==> config.mk <==
export PLATFORM = sky130hd
export DESIGN_NAME = muldiv_seq
export DESIGN_NICKNAME = d
export VERILOG_FILES = /design/src/rtl/muldiv_seq.sv
export SDC_FILE = /design/constraint.sdc
export NUM_CORES = 1
export LEC_CHECK = 0
export ABC_CLOCK_PERIOD_IN_PS = 3800
export CAP_MARGIN = 25
export CORE_MARGIN = 4
export CORE_UTILIZATION = 54
export DETAILED_ROUTE_END_ITERATION = 8
export PLACE_DENSITY = 0.77
export REMOVE_ABC_BUFFERS = 1
export SYNTH_ARGS = -nofsm -noshare
export SYNTH_HDL_FRONTEND = slang
export SYNTH_SLANG_ARGS = --single-unit
==> constraint.sdc <==
create_clock -name clk_i -period 3.8 [get_ports clk_i]
set_clock_uncertainty 0.2 [all_clocks]
set_input_delay 0.95 -clock clk_i [delete_from_list [all_inputs] [get_ports clk_i]]
set_output_delay 0.95 -clock clk_i [all_outputs]
set_load 0.02 [all_outputs]
==> src/rtl/muldiv_seq.sv <==
// muldiv_seq
//   Iterative unsigned multiply/divide unit that sits beside the EXE-stage ALU
//   and handles RV32M MUL, MULHU, DIVU and REMU. It produces one result bit per
//   clock, stalls the pipeline while it works, and presents its result for a
//   single cycle.
//
//   Ports
//     clk_i     clock, rising edge
//     rst_i     synchronous active-high reset
//     start_i   EXE holds an M-op (level, held until valid_o)
//     op_i      00 MUL, 01 MULHU, 10 DIVU, 11 REMU (sampled with start_i)
//     op1_i     multiplicand / dividend
//     op2_i     multiplier / divisor
//     flush_i   squash the in-flight op
//     stall_o   freeze PC, IF/ID and ID/EXE
//     valid_o   result_o valid this cycle
//     result_o  selected result, held until the next completion or reset
module muldiv_seq #(
    parameter int XLEN  = 32,
    parameter int CNT_W = 6
) (
    input  logic            clk_i,
    input  logic            rst_i,
    input  logic            start_i,
    input  logic [1:0]      op_i,
    input  logic [XLEN-1:0] op1_i,
    input  logic [XLEN-1:0] op2_i,
    input  logic            flush_i,
    output logic            stall_o,
    output logic            valid_o,
    output logic [XLEN-1:0] result_o
);

    typedef enum logic [1:0] {IDLE, CALC, DONE} state_t;

    state_t              state;
    logic [1:0]          op_q;
    logic [XLEN-1:0]     mcand_q;
    logic [XLEN-1:0]     divisor_q;
    logic [XLEN-1:0]     quot_q;
    logic [2*XLEN-1:0]   prod_q;
    logic [XLEN:0]       rem_q;
    logic [CNT_W-1:0]    cnt_q;
    logic [XLEN-1:0]     result_q;

    logic                launch;
    logic                divzero;
    logic                last;
    logic [XLEN:0]       add_sum;
    logic [2*XLEN-1:0]   prod_nxt;
    logic [XLEN:0]       rem_sh;
    logic [XLEN:0]       trial;
    logic                ge;
    logic [XLEN:0]       rem_nxt;
    logic [XLEN-1:0]     quot_nxt;

    function automatic logic [XLEN-1:0] sel_result(
        input logic [1:0]        op,
        input logic [2*XLEN-1:0] prod,
        input logic [XLEN-1:0]   quot,
        input logic [XLEN-1:0]   rem
    );
        case (op)
            2'b00:   return prod[XLEN-1:0];
            2'b01:   return prod[2*XLEN-1:XLEN];
            2'b10:   return quot;
            default: return rem;
        endcase
    endfunction

    assign launch  = start_i & ~flush_i;
    assign divzero = op_i[1] & (op2_i == '0);
    assign last    = (cnt_q == CNT_W'(XLEN - 1));

    // Shift-add multiply: the upper half accumulates with a carry bit, then the
    // whole register shifts right so the next multiplier bit lands in bit 0.
    always_comb begin
        add_sum  = {1'b0, prod_q[2*XLEN-1:XLEN]} + (prod_q[0] ? {1'b0, mcand_q} : '0);
        prod_nxt = {add_sum, prod_q[XLEN-1:1]};
    end

    // Restoring divide: the partial remainder stays below the divisor, so the
    // shifted value fits XLEN+1 bits and the trial difference's MSB is its sign.
    always_comb begin
        rem_sh   = {rem_q[XLEN-1:0], quot_q[XLEN-1]};
        trial    = rem_sh - {1'b0, divisor_q};
        ge       = ~trial[XLEN];
        rem_nxt  = ge ? trial : rem_sh;
        quot_nxt = {quot_q[XLEN-2:0], ge};
    end

    always_ff @(posedge clk_i) begin
        if (rst_i) begin
            state     <= IDLE;
            op_q      <= '0;
            mcand_q   <= '0;
            divisor_q <= '0;
            quot_q    <= '0;
            prod_q    <= '0;
            rem_q     <= '0;
            cnt_q     <= '0;
            result_q  <= '0;
        end else begin
            case (state)
                IDLE: begin
                    if (launch) begin
                        op_q      <= op_i;
                        mcand_q   <= op1_i;
                        divisor_q <= op2_i;
                        quot_q    <= op1_i;
                        prod_q    <= {{XLEN{1'b0}}, op2_i};
                        rem_q     <= '0;
                        cnt_q     <= '0;
                        if (divzero) begin
                            // RISC-V defined divide-by-zero results, no iterations
                            result_q <= op_i[0] ? op1_i : '1;
                            state    <= DONE;
                        end else begin
                            state <= CALC;
                        end
                    end
                end
                CALC: begin
                    if (flush_i) begin
                        state <= IDLE;
                    end else begin
                        prod_q <= prod_nxt;
                        rem_q  <= rem_nxt;
                        quot_q <= quot_nxt;
                        cnt_q  <= cnt_q + 1'b1;
                        if (last) begin
                            result_q <= sel_result(op_q, prod_nxt, quot_nxt, rem_nxt[XLEN-1:0]);
                            state    <= DONE;
                        end
                    end
                end
                DONE:    state <= IDLE;
                default: state <= IDLE;
            endcase
        end
    end

    // A squash in CALC releases the pipeline in the same cycle.
    assign stall_o  = ((state == IDLE) & launch & ~divzero) | ((state == CALC) & ~flush_i);
    assign valid_o  = (state == DONE);
    assign result_o = result_q;

endmodule

==> flow_summary.yaml <==
status:
  outcome: "completed"
placement:
  port_buffers: 103
  place.detailed.hpwl_mm: 32.1
  dp_slack_ns: -0.539
  routabilityCongestion: 0.907
floorplan:
  die_y_um: 167
  row_count: 58
  die_w_um: 167
  core_area_um2: 25000
  io_pins: 104
  start_util_pct: 54.7
  dieArea_um2: 28000
setup_path:
  crit_type: "primary input to primary output"
  worstPathRequired_ns: 2.65
  max_stage_delay_ns: 0.41
  crit_chain: "clkdlybuf4s50_1 > nor4_1 > buf_4 > nand4_1 > nor3_2 > o21ai_2 > buf_2"
  cpMaxStageDelayCell: "clkdlybuf4s50_1"
  start_kind: "primary input"
  critPathMaxFanout: 2
  endpoint_kind: "primary output"
  arrival_ns: 2.59
sta:
  finalHoldViolCount: 0
  setup_violations: 0
  min_period_over_period_pct: 98.5
  tightest_slew_ns: 0.863
  post-route-min-period_ns: 3.74
  max_clock_freq_mhz: 267
  layout_setup_ws_ns: 0.0564
  fin_setup_tns_ns: 0
  maxSlewViolCount: 0
  slew_headroom_pct: 42.5
layout:
  layout_common_cells: "nand2_1, dfxtp_1, nor2_1"
  n_antenna_cell: 0
  area_delta_synth_final_pct: 23.0
  fin_nets: 2075
  layout-drive-gt1-share_pct: 12.5
  final_common_cell: "nand2_1"
pwr:
  powerDensity_nw_per_um2: 391
  peakVddDrop_mv: 0.340
  p_sw_share_pct: 28.9
  p_seq_share_pct: 39.6
  p_comb_share_pct: 19.8
  p_clk_share_pct: 40.5
  switchingPower_mw: 1.91
  intPower_mw: 4.69
  p_leak_nw: 6.63
global_routing:
  grt_pass1_vias: 13200
  grt.overflow.total: 0
  grt_pass1_wl_mm: 70.5
  grtUsageTotal_pct: 30.6
  grt_start_max_net_pins: 99
  antenna_found_initial: 1
cts:
  cts.hold.buffers_added: 0
  clockBufferDepth: 3
  cts_buffers: 27
  clkSinkCount: 234
  worstSkewPairLatency_ns: 0.55
  clk_pin_slew_worst_paths_ns: 0.06
  clock-root-buffer: "clkbuf_16"
  htreeDepth: 1
  tritoncts: "built"
logic_synthesis:
  ys.flop_type: "dfxtp_1"
  ys_seq_area_share_pct: 34.2
  synth_cell_types: 70
  synth-seq-cells: 234
  ys_warn_count: 0
  async_reset_ff_share_pct: 0
  synth_area_um2: 13700
  avgSynthCellArea_um2: 7.61
  synth_edf_count: 0
  synthCells: 1799
routing:
  drc_errors: 0
  drt_iter0_drc: 1378
  dr.pass1.iters: 6
  vias: 14100
  viasPerCell: 6.15
  wl_mm: 45.0
  wl_per_cell_um: 19.7
  ant_nets: 0
run:
  maxCapViolations: 0
hold_path:
  hold_path.class: "register to register"
state kept, by name, indices dropped and copies added (netlist names):
| signal | cells |
|---|---|
| prod_q | 64 |
| op_q | 2 |
| quot_q | 32 |
| result_o | 32 |
| divisor_q | 32 |
| rem_q | 32 |
| cnt_q | 6 |
| state | 2 |
| mcand_q | 32 |
metal layers:
metal,global-route usage (%),share of wire [%],wire length (µm),vias up
met2,50.0,45,20400,632
met4,13.7,5.2,2360,2
met1,40.6,41,18400,6645
li1,-,-,-,6656
met3,4.32,8.3,3730,127
met5,0,0.027,12,-
final timing paths:
kind | startpoint | endpoint | slack (ns) | depth (start not counted)
setup / recovery | op2_i[28] | stall_o | 0.06 | 7
hold / removal | mcand_q[0] | mcand_q[0] | 0.25 | 2
setup reg to reg | divisor_q[5] | result_o[19] | 0.13 | 13
hold reg to reg | mcand_q[0] | mcand_q[0] | 0.25 | 2
final cells by class:
| type | instances | area, µm² |
|---|---|---|
| sequential | 234 | 4690 |
| clock buffer | 36 | 779 |
| multi-input combinational | 1387 | 8520 |
| clock inverter | 13 | 136 |
| inverter | 52 | 195 |
| tap | 330 | 413 |
| timing repair buffer | 236 | 2120 |
| fill | 2120 | 8190 |
synthesized netlist by cell type, types with 5 or more instances:
cell       count  area [µm²]
o22ai_1        7        43.8
buf_1         10        37.5
a21o_1        36         270
xor2_1        23         201
mux2i_1       37         370
mux2_2         7        78.8
a2111oi_0      6        52.6
nand3_1       12        60.1
o221ai_1      10        87.6
a22oi_1       35         263
o221a_2        5        56.3
dfxtp_1      234        4680
nor4_1        15        93.8
or3_1          8        50.1
and3_1        13        81.3
a211o_1        7        61.3
nor3_1        35         175
a211oi_1      21         158
ha_1          65         813
xnor2_1       38         333
nand2b_1       5        31.3
o21bai_1      12        90.1
nor2_1       165         619
a311oi_1      44         385
o211ai_1      11        82.6
a21oi_1      146         731
or2_2          7        43.8
a31oi_1       34         213
o21a_1        15         113
nor2b_1       15        93.8
clkbuf_1     113         424
nand4_1       19         119
inv_1         52         195
nand2_1      354        1330
and2_1        37         231
o21ai_0       85         425
per-stage QoR:
step	cells	util, %	instance area [µm²]	power, mW	hold WS, ns
2_1_floorplan	1673	-	13200	3.34	0.226
3_3_place_gp	2237	63.0	15800	3.90	0.242
3_5_place_dp	2237	63.0	15800	3.92	0.242
4_1_cts	2286	66.8	16700	6.57	0.251
5_1_grt	2288	67.3	16900	6.82	0.271
6_report	2288	67.3	16900	6.59	0.250
worst max-delay path, delay by kind of cell:
family                 cells  cell delay, ns
and+or+nand+nor            3            0.74
buffers and inverters      3            0.79
AOI/OAI and AO/OA          1            0.10
power groups by stage:
stage               logic, mW  registers (mW)  clock network (mW)
floorplan               0.683            2.65                   0
global placement         1.24            2.66                   0
detailed placement       1.26            2.66                   0
CTS                      1.27            2.61                2.69
global route             1.41            2.62                2.80
finish                   1.31            2.61                2.67
what timing repair did:
| item | 4_1_cts | 5_1_grt |
|---|---|---|
| gates resized for setup | 14 | 25 |
| pin swaps | 4 | 12 |
| endpoints found under the setup margin | 7 | 47 |
| cloned | 0 | 0 |
| buffers inserted | 0 | 2 |
cell families after synthesis:
kind of cell	count (synthesis)	share of synthesized area, %
AO/OA/AOI/OAI	517	25.0
AND/OR/NAND/NOR	695	22.0
buffers and inverters	178	4.91
XOR/XNOR	62	4.10
multiplexers	46	3.55
adder cells (fa/ha/maj)	67	6.23
flip-flops	234	34.2
No activity file was read; power rests on OpenSTA's default activity.
